<file path="src/rtl/sap_datapath.sv">
// rtl/sap_datapath.sv - SAP-1 datapath: W bus, PC, MAR, 16x8 RAM, IR, A, B, add/sub ALU, OUT.
module sap_datapath (
  input  logic        clock,
  input  logic        reset,
  input  logic [11:0] control_word,
  input  logic        prog_en,
  input  logic [3:0]  prog_addr,
  input  logic [7:0]  prog_data,
  output logic [3:0]  instruction,
  output logic [7:0]  out_value,
  output logic        carry,
  output logic [7:0]  w_bus,
  output logic        bus_conflict
);

  logic cp, ep, lm_n, ce_n, li_n, ei_n, la_n, ea, su, eu, lb_n, lo_n;
  assign {cp, ep, lm_n, ce_n, li_n, ei_n, la_n, ea, su, eu, lb_n, lo_n} = control_word;

  logic [3:0] pc_q, pc_d;
  logic [3:0] mar_q, mar_d;
  logic [7:0] ir_q, ir_d;
  logic [7:0] a_q, a_d;
  logic [7:0] b_q, b_d;
  logic [7:0] out_q, out_d;
  logic       carry_q, carry_d;
  logic [7:0] ram_q [16];

  logic [8:0] alu_sum;
  logic [7:0] bus;
  logic [4:0] drivers;

  // Subtraction is A + ~B + 1, so bit 8 set means no borrow.
  always_comb begin
    alu_sum = {1'b0, a_q} + {1'b0, (su ? ~b_q : b_q)} + {8'd0, su};
  end

  always_comb begin
    drivers = {ep, ~ce_n, ~ei_n, ea, eu};
    bus     = 8'h00;
    if (ep)
      bus = {4'h0, pc_q};
    else if (!ce_n)
      bus = ram_q[mar_q];
    else if (!ei_n)
      bus = {4'h0, ir_q[3:0]};
    else if (ea)
      bus = a_q;
    else if (eu)
      bus = alu_sum[7:0];
  end

  always_comb begin
    pc_d    = pc_q;
    mar_d   = mar_q;
    ir_d    = ir_q;
    a_d     = a_q;
    b_d     = b_q;
    out_d   = out_q;
    carry_d = carry_q;
    if (!prog_en) begin
      if (cp)    pc_d  = pc_q + 4'd1;
      if (!lm_n) mar_d = bus[3:0];
      if (!li_n) ir_d  = bus;
      if (!la_n) a_d   = bus;
      if (!lb_n) b_d   = bus;
      if (!lo_n) out_d = bus;
      if (!la_n && eu) carry_d = alu_sum[8];
    end
  end

  always_ff @(posedge clock) begin
    if (reset) begin
      pc_q    <= 4'h0;
      mar_q   <= 4'h0;
      ir_q    <= 8'h00;
      a_q     <= 8'h00;
      b_q     <= 8'h00;
      out_q   <= 8'h00;
      carry_q <= 1'b0;
    end else begin
      pc_q    <= pc_d;
      mar_q   <= mar_d;
      ir_q    <= ir_d;
      a_q     <= a_d;
      b_q     <= b_d;
      out_q   <= out_d;
      carry_q <= carry_d;
    end
  end

  // RAM survives reset; a write requested during reset is dropped.
  always_ff @(posedge clock) begin
    if (!reset && prog_en)
      ram_q[prog_addr] <= prog_data;
  end

  assign w_bus        = bus;
  assign bus_conflict = (drivers & (drivers - 5'd1)) != 5'd0;
  assign instruction  = ir_q[7:4];
  assign out_value    = out_q;
  assign carry        = carry_q;

endmodule

</file>
<file path="config.mk">
export PLATFORM = sky130hd
export DESIGN_NAME = sap_datapath
export DESIGN_NICKNAME = d
export VERILOG_FILES = /design/src/rtl/sap_datapath.sv
export SDC_FILE = /design/constraint.sdc
export NUM_CORES = 1
export LEC_CHECK = 0
export BUFFER_PORTS_ARGS = -buffer_cell sky130_fd_sc_hd__buf_2
export CORE_AREA = 2 2 132 134
export CTS_CLUSTER_DIAMETER = 80
export DETAILED_ROUTE_END_ITERATION = 8
export DIE_AREA = 0 0 134 136
export HOLD_SLACK_MARGIN = 0.02
export PLACE_DENSITY_LB_ADDON = 0.08
export SYNTH_ARGS = -nofsm -noshare
export SYNTH_HDL_FRONTEND = slang
export SYNTH_SLANG_ARGS = --single-unit
</file>
<file path="constraint.sdc">
create_clock -name clock -period 2.7 [get_ports clock]
set_input_delay 0.405 -clock clock [delete_from_list [all_inputs] [get_ports clock]]
set_output_delay 0.405 -clock clock [all_outputs]
set_load 0.005 [all_outputs]
</file>
==> reports/results.tsv, run 1 <==
stage	metric	value	unit
run_status	outcome	complete, but fails checks	
run_status	violations	setup timing	
yosys	synth.avg_cell_area	14.0	µm²
setup_path	start_kind	register	
yosys	nets_in_the_synthesized_netlist	570	
clock_tree	cts_hold_repair.buffers	0	
setup_path	reg2regPathDepth	15	
cells_and_area	final_net_count	671	
pwr	total_switching_power	1490	µW
yosys	synth-main-ff-cell	edfxtp_1	
routing	ant_nets	0	
pwr	netSwitchingFraction	0.238	
clock_tree	clock_buffer_count_from_cts	17	
yosys	ys_async_sr_fraction	0	
routing	drt-wirelength-per-cell	21.9	µm
global_route	global_route.usage.met2	0.371	
routing	detail_route.vias_per_cell	5.59	
timing	worstMarginPinSlew	0.520	ns
setup_path	critical_path_arrival	2.45	ns
routing	drc	0	
cells_and_area	share_of_cells_above_drive_strength_1	0.345	
cells_and_area	n_antenna_cell	0	
setup_path	setup.reg_to_reg.worst_slack	0.06	ns
setup_path	worst_path_max_delay_cell	fa_2	
floorplanning	fp.coreArea	16900	µm²
place	globalplace.congestion	0.873	
pwr	p_seq_frac	0.469	
setup_path	cp_num_buf_inv	1	
pwr	internal_power	4780	µW
timing	fin_tns_setup	-1.01	ns
yosys	syn-cell-area	7470	µm²
timing	post-route-worst-setup-slack	-0.157	ns
routing	drt_iter0_drc	345	
clock_tree	cts_htree_levels	4	
timing	clock_skew	0.00939	ns
clock_tree	clock_insertion_delay_worst_skew	0.43	ns
clock_tree	clk_pin_slew	0.07	ns
yosys	synth.distinct_cells	57	
timing	timing_max_transition_violations_final	0	
global_route	grt_pass1_vias	4893	
floorplanning	floorplan.initialDensity	0.443	
place	detailedPlace.worstSlack	-0.0431	ns
timing	fmax	350	MHz
place	io_buffers	48	
global_route	gr-usage-met1	0.276	
routing	detail_route.wirelength	19000	µm
clock_tree	cts.sink_count	173	
setup_path	regToRegEndpoint	carry	
setup_path	timing.critical_path.to_type	primary output	
setup_path	cp.required	2.30	ns
yosys	yosysSeqAreaShare	0.635	
timing	setup_viol_count_final	8	
global_route	grt_util_all_layers	0.217	
timing	unrepaired_setup_endpoints_after_global_routing	yes	
floorplanning	row_count	48	
floorplanning	dieArea	18200	µm²
yosys	synthCells	533	
pwr	power_density	674	nW/µm²
setup_path	timing.critical_path.max_delay_family	compound AO/OA/AOI/OAI gates	
pwr	p_leak	0.00322	µW
run	maxCapViolations	0	
global_route	grt_max_degree	41	
min_path	whs_path_depth	2	
yosys	post_synthesis_register_bit_count	173	
routing	routed-via-count	4869	
floorplanning	io_pins	49	
yosys	synth.area.top_cells	edfxtp_1, dfxtp_1, mux4_2	
yosys	count_of_flip_flops_with_a_built_in_enable_after_synthesis	128	
cells_and_area	area_delta_synth_final	24.6	%
min_path	worst_hold_startpoint	reset	
timing	slew_headroom	0.652	
global_route	first_pass_grt_wire_length	28700	µm
yosys	synthesis.yosys.warnings	0	
clock_tree	cts.path.max_buffers	2	
pwr	peakVddDrop	0.591	mV
floorplanning	dieWidth	134	µm
pwr	comb_power_share	0.109	
setup_path	crit_path_cell_trace	mux2i_4 > fa_2 > o211ai_1 > o21ai_1 > o22a_1 > a31oi_1 > buf_2	
place	half_perimeter_wire_length_after_detailed_placement	11900	µm
yosys	synth_top_area_frac	0.515	
global_route	global_route.peak_usage_layer	met2	
setup_path	crit-reg2reg-launch	b_q[2]	
setup_path	critPathKind	register to primary output	
setup_path	critical_path.max_fanout	2	
timing	final.min_clock_period	2.86	ns
global_route	grt_ovf	0	
setup_path	crit_path_max_incr_delay	0.47	ns
global_route	gr-usage-met3	0.0459	
timing	final-hold-violation-count	0	
min_path	hold_path.class	input port to register	
clock_tree	cts.root.buffer_cell	clkbuf_16	
clock_tree	clock_tree_from_tritoncts	built	
floorplanning	die_h	136	µm
yosys	largest_area_contributor_in_the_synthesized_netlist	edfxtp_1	
timing	period_share	1.06	
routing	drt_first_pass_iters	4	
global_route	antenna_found_initial	0	
pwr	power.share.clock	0.423	
==> cells by family (layout without fill, tap and decap cells) <==
family / count (synthesis) / after routing / share of synthesized area
and+or+nand+nor: 128 / 128 / 0.0854
xor gates and xnor gates: 12 / 12 / 0.0141
AOI/OAI and AO/OA: 106 / 106 / 0.0967
muxes: 54 / 54 / 0.120
buffers and inverters: 50 / 163 / 0.0303
DFF: 173 / 173 / 0.635
adders and majority gates: 10 / 10 / 0.0178
==> how the worst max path moves through the flow <==
| stage | slack, ns | startpoint | to | cells past startpoint |
|---|---|---|---|---|
| final | -0.16 | b_q[0] | w_bus[1] | 7 |
| after global routing | -0.30 | b_q[1] | w_bus[6] | 10 |
| after CTS | -0.15 | register | w_bus[6] | 8 |
| after detailed placement | -0.04 | control_word[3] | w_bus[2] | 9 |
| after global placement | 0.07 | control_word[3] | w_bus[6] | 11 |
| after floorplan | 0.17 | control_word[3] | w_bus[6] | 10 |
==> metal layers <==
metal / vias up / wire length, µm
met2: 108 / 9550
met5: - / 0
li1: 2249 / -
met1: 2482 / 8400
met3: 30 / 627
met4: 0 / 450
==> power by group through the flow <==
stage | registers [µW] | clock network, µW | logic (µW)
after detailed placement | 2990 | 0 | 542
after floorplan | 2980 | 0 | 333
after global routing | 2940 | 2800 | 734
after CTS | 2940 | 2680 | 626
after global placement | 2990 | 0 | 534
final | 2940 | 2650 | 682
==> Yosys cell counts, drive strengths merged, types with 7 or more instances <==
cell type	count
a21oi	23
a311oi	7
a31oi	8
buf	17
clkbuf	15
dfxtp	45
edfxtp	128
ha	9
inv	18
mux2i	25
mux4	27
nand2	30
nand2b	7
nor2	40
nor2b	7
nor3	21
o211ai	10
o21ai	27
o32ai	8
xor2	10
==> flip-flops by register name, summed over array words and instances, names as in the netlist, named ones only <==
| register | count |
|---|---|
| ram_q | 128 |
| a_q | 8 |
| b_q | 8 |
| ir_q | 8 |
| out_value | 8 |
| mar_q | 4 |
| pc_q | 4 |
| carry | 1 |
==> cells in the final DEF, fill, tap and decap left out, types with 8 or more instances in the layout <==
| cell | Yosys | final |
|---|---|---|
| a21oi_1 | 22 | 18 |
| buf_2 | 10 | 47 |
| buf_4 | 5 | 57 |
| clkbuf_16 | 0 | 17 |
| dfxtp_1 | 45 | 38 |
| edfxtp_1 | 128 | 128 |
| inv_1 | 17 | 15 |
| mux2i_1 | 25 | 19 |
| mux4_2 | 22 | 24 |
| nand2_1 | 30 | 29 |
| nor2_1 | 40 | 40 |
| nor3_1 | 15 | 14 |
| o211ai_1 | 10 | 10 |
| o21ai_0 | 21 | 19 |
| o32ai_1 | 8 | 8 |
==> timing repair <==
item	CTS	global route
gates resized for setup	32	29
setup buffers	16	8
pin swaps	11	24
endpoints found under the setup margin	8	9
cloned	3	0
==> worst reg2reg max path, stage by stage (launching register included) <==
cell      delay, ns
dfxtp_2        0.33
xor2_1         0.16
ha_1           0.32
nor2b_4        0.15
nor3_2         0.14
o21ai_2        0.12
buf_4          0.15
buf_4          0.12
buf_4          0.12
buf_4          0.12
buf_4          0.12
buf_4          0.12
buf_4          0.12
a21o_1         0.18
a21oi_2        0.15
a311oi_2       0.10
==> layout make-up <==
cell class / count / area, µm²
clock buffer: 17 / 425
sequential: 173 / 4760
fill: 1408 / 7570
inverter: 18 / 67.6
timing repair buffer: 114 / 846
clock inverter: 14 / 203
multi-input combinational: 310 / 2720
tap: 225 / 282
==> stage by stage <==
step / hold WS [ns] / utilization / cell area (µm²) / cells / total power [µW]
finish: 0.281 / 0.551 / 9310 / 871 / 6270
global route: 0.281 / 0.551 / 9310 / 871 / 6480
CTS: 0.253 / 0.541 / 9140 / 865 / 6250
detailed placement: 0.474 / 0.485 / 8190 / 815 / 3540
global placement: 0.460 / 0.485 / 8190 / 815 / 3530
floorplan: 0.453 / - / 7470 / 533 / 3310
Power figures use the tool's default switching activity.
==> inputs of run 2 (changes only) <==
==> constraint.sdc (replaced) <==
create_clock -name clock -period 2.7 [get_ports clock]
set_input_delay 0.405 -clock clock [delete_from_list [all_inputs] [get_ports clock]]
set_output_delay 0.405 -clock clock [all_outputs]
set_load 0.01 [all_outputs]
==> run 2 against run 1 <==
Against the previous run: wire length down 2.7%; flip-flop and latch count unchanged; count of clock-buffer cells in the layout up 4; worst hold slack better by 0.0097 ns; register-to-register slack worse by 0.08 ns; critical path type unchanged; via count down 1.6%; global-route usage down 0.53 points; largest cell class unchanged; the flow still finishes with violations (setup timing); clock skew up 0.0053 ns.
==> reports/results.tsv, run 2 (same netlist as run 1, synthesis figures left out) <==
stage	metric	value	unit
pwr	power.share.clock	0.404	
floorplanning	row_count	48	
timing	period_share	1.06	
pwr	internal_power	4660	µW
setup_path	cp.required	2.30	ns
global_route	grt_max_degree	42	
timing	worstMarginPinSlew	0.461	ns
setup_path	start_kind	register	
cells_and_area	utilization	0.544	
timing	slew_headroom	0.693	
clock_tree	cts_htree_levels	4	
cells_and_area	largest_register	ram_q	
floorplanning	io_pins	49	
floorplanning	dieWidth	134	µm
clock_tree	clk_pin_slew	0.07	ns
cells_and_area	final_net_count	674	
cells_and_area	cell_area_after_layout	9180	µm²
setup_path	reg2regPathDepth	15	
timing	fmax	348	MHz
min_path	worst_hold_startpoint	control_word[2]	
place	io_buffers	48	
timing	final-hold-violation-count	0	
routing	drt-wirelength-per-cell	21.2	µm
floorplanning	fp.coreArea	16900	µm²
min_path	whs_path_depth	2	
setup_path	timing.critical_path.to_type	primary output	
routing	ant_nets	0	
global_route	grt_pass1_vias	4856	
cells_and_area	share_of_cells_above_drive_strength_1	0.322	
cells_and_area	largest_reg_flops	128	
clock_tree	cts.root.buffer_cell	clkbuf_16	
routing	drc	0	
setup_path	crit_path_cell_trace	xor2_1 > ha_1 > nor2b_4 > o21a_1 > or3_1 > a32o_2 > inv_2 > a21oi_1 > buf_2	
global_route	first_pass_grt_wire_length	28100	µm
setup_path	crit-reg2reg-launch	b_q[2]	
timing	setup_viol_count_final	9	
routing	routed-via-count	4792	
pwr	p_seq_frac	0.486	
setup_path	setup.reg_to_reg.worst_slack	-0.02	ns
cells_and_area	final_common_cell	edfxtp_1	
place	dp_cells	819	
routing	drt_iter0_drc	330	
run	maxCapViolations	0	
cells_and_area	finalNonFillerCells	875	
clock_tree	cts_hold_repair.buffers	0	
setup_path	critical_path_arrival	2.47	ns
routing	detail_route.vias_per_cell	5.48	
clock_tree	cts.sink_count	173	
pwr	total_switching_power	1390	µW
pwr	peakVddDrop	0.459	mV
pwr	p_leak	0.00321	µW
clock_tree	clock_tree_from_tritoncts	built	
setup_path	critPathKind	register to primary output	
cells_and_area	nFillCells	1411	
timing	unrepaired_setup_endpoints_after_global_routing	yes	
timing	clock_skew	0.0147	ns
clock_tree	clock_insertion_delay_worst_skew	0.43	ns
cells_and_area	n_antenna_cell	0	
place	detailedPlace.worstSlack	-0.0581	ns
min_path	hold_path.class	input port to register	
floorplanning	dieArea	18200	µm²
setup_path	regToRegEndpoint	carry	
place	half_perimeter_wire_length_after_detailed_placement	11900	µm
pwr	netSwitchingFraction	0.229	
pwr	total_power	6040	µW
run_status	outcome	complete, but fails checks	
run_status	violations	setup timing	
clock_tree	cts.path.max_buffers	2	
pwr	power_density	658	nW/µm²
place	globalplace.congestion	0.884	
setup_path	critical_path.max_fanout	4	
global_route	antenna_found_initial	0	
setup_path	worst_path_max_delay_cell	ha_1	
clock_tree	clock_buffer_count_from_cts	17	
timing	post-route-worst-setup-slack	-0.170	ns
routing	detail_route.wirelength	18500	µm
cells_and_area	most_used_cells_in_the_layout_excluding_fill_and_tap_cells	edfxtp_1, buf_4, buf_2, nor2_1, dfxtp_1	
setup_path	crit_path_max_incr_delay	0.35	ns
pwr	comb_power_share	0.110	
min_path	hold_path_endpoint	carry	
routing	drt_first_pass_iters	4	
timing	timing_max_transition_violations_final	0	
cells_and_area	area_delta_synth_final	23.0	%
global_route	grt_ovf	0	
place	placed_cell_area	8210	µm²
floorplanning	die_h	136	µm
timing	final.min_clock_period	2.87	ns
floorplanning	floorplan.initialDensity	0.443	
global_route	grt_util_all_layers	0.212	
-- run 2: stage by stage --
| stage | hold WS [ns] | setup TNS (ns) |
|---|---|---|
| floorplan | 0.453 | 0 |
| global placement | 0.457 | 0 |
| detailed placement | 0.465 | -0.0662 |
| CTS | 0.262 | -0.974 |
| global route | 0.297 | -1.80 |
| finish | 0.291 | -0.973 |
-- run 2: power groups by stage --
stage | clock [µW] | combinational (µW) | sequential (µW)
global route | 2590 | 717 | 2940
finish | 2440 | 662 | 2940
detailed placement | 0 | 550 | 2990
floorplan | 0 | 339 | 2980
CTS | 2480 | 625 | 2940
global placement | 0 | 542 | 2990
-- run 2: cell type report --
type                       count  area [µm²]  area share
sequential                   173        4760       0.518
multi-input combinational    310        2630       0.286
timing repair buffer         117         866      0.0943
clock buffer                  21         440      0.0480
tap                          225         282      0.0307
clock inverter                11         141      0.0154
inverter                      18        67.6     0.00736
-- run 2: critical path: cells and delay by family, from the launching register on --
family                   cells  cell delay (ns)
flip-flops                   1             0.33
adder cells (fa/ha/maj)      1             0.35
AND/OR/NAND/NOR              2             0.47
AO/OA/AOI/OAI                3             0.53
buffers and inverters        2             0.21
XOR/XNOR                     1             0.16
-- run 2: how the worst max path moves through the flow --
stage | start | to | slack (ns) | cells after the start
after global routing | b_q[2] | w_bus[7] | -0.29 | 10
final | b_q[2] | w_bus[4] | -0.17 | 9
after global placement | control_word[3] | w_bus[2] | 0.04 | 9
after floorplan | control_word[3] | w_bus[6] | 0.13 | 10
after CTS | b_q[2] | w_bus[4] | -0.16 | 9
after detailed placement | control_word[3] | w_bus[6] | -0.06 | 11
-- run 2: routing by layer --
layer | vias up | GRT usage | routed length, µm
li1 | 2253 | - | -
met1 | 2407 | 0.273 | 8050
met2 | 108 | 0.360 | 9310
met3 | 24 | 0.0399 | 729
met4 | 0 | 0.0774 | 426
met5 | - | 0 | 0
-- run 2: what timing repair did --
item,in CTS,in global routing
endpoints found under the setup margin,8,9
resized for setup,31,13
cloned,2,0
pin swaps,12,14
buffers inserted,17,5
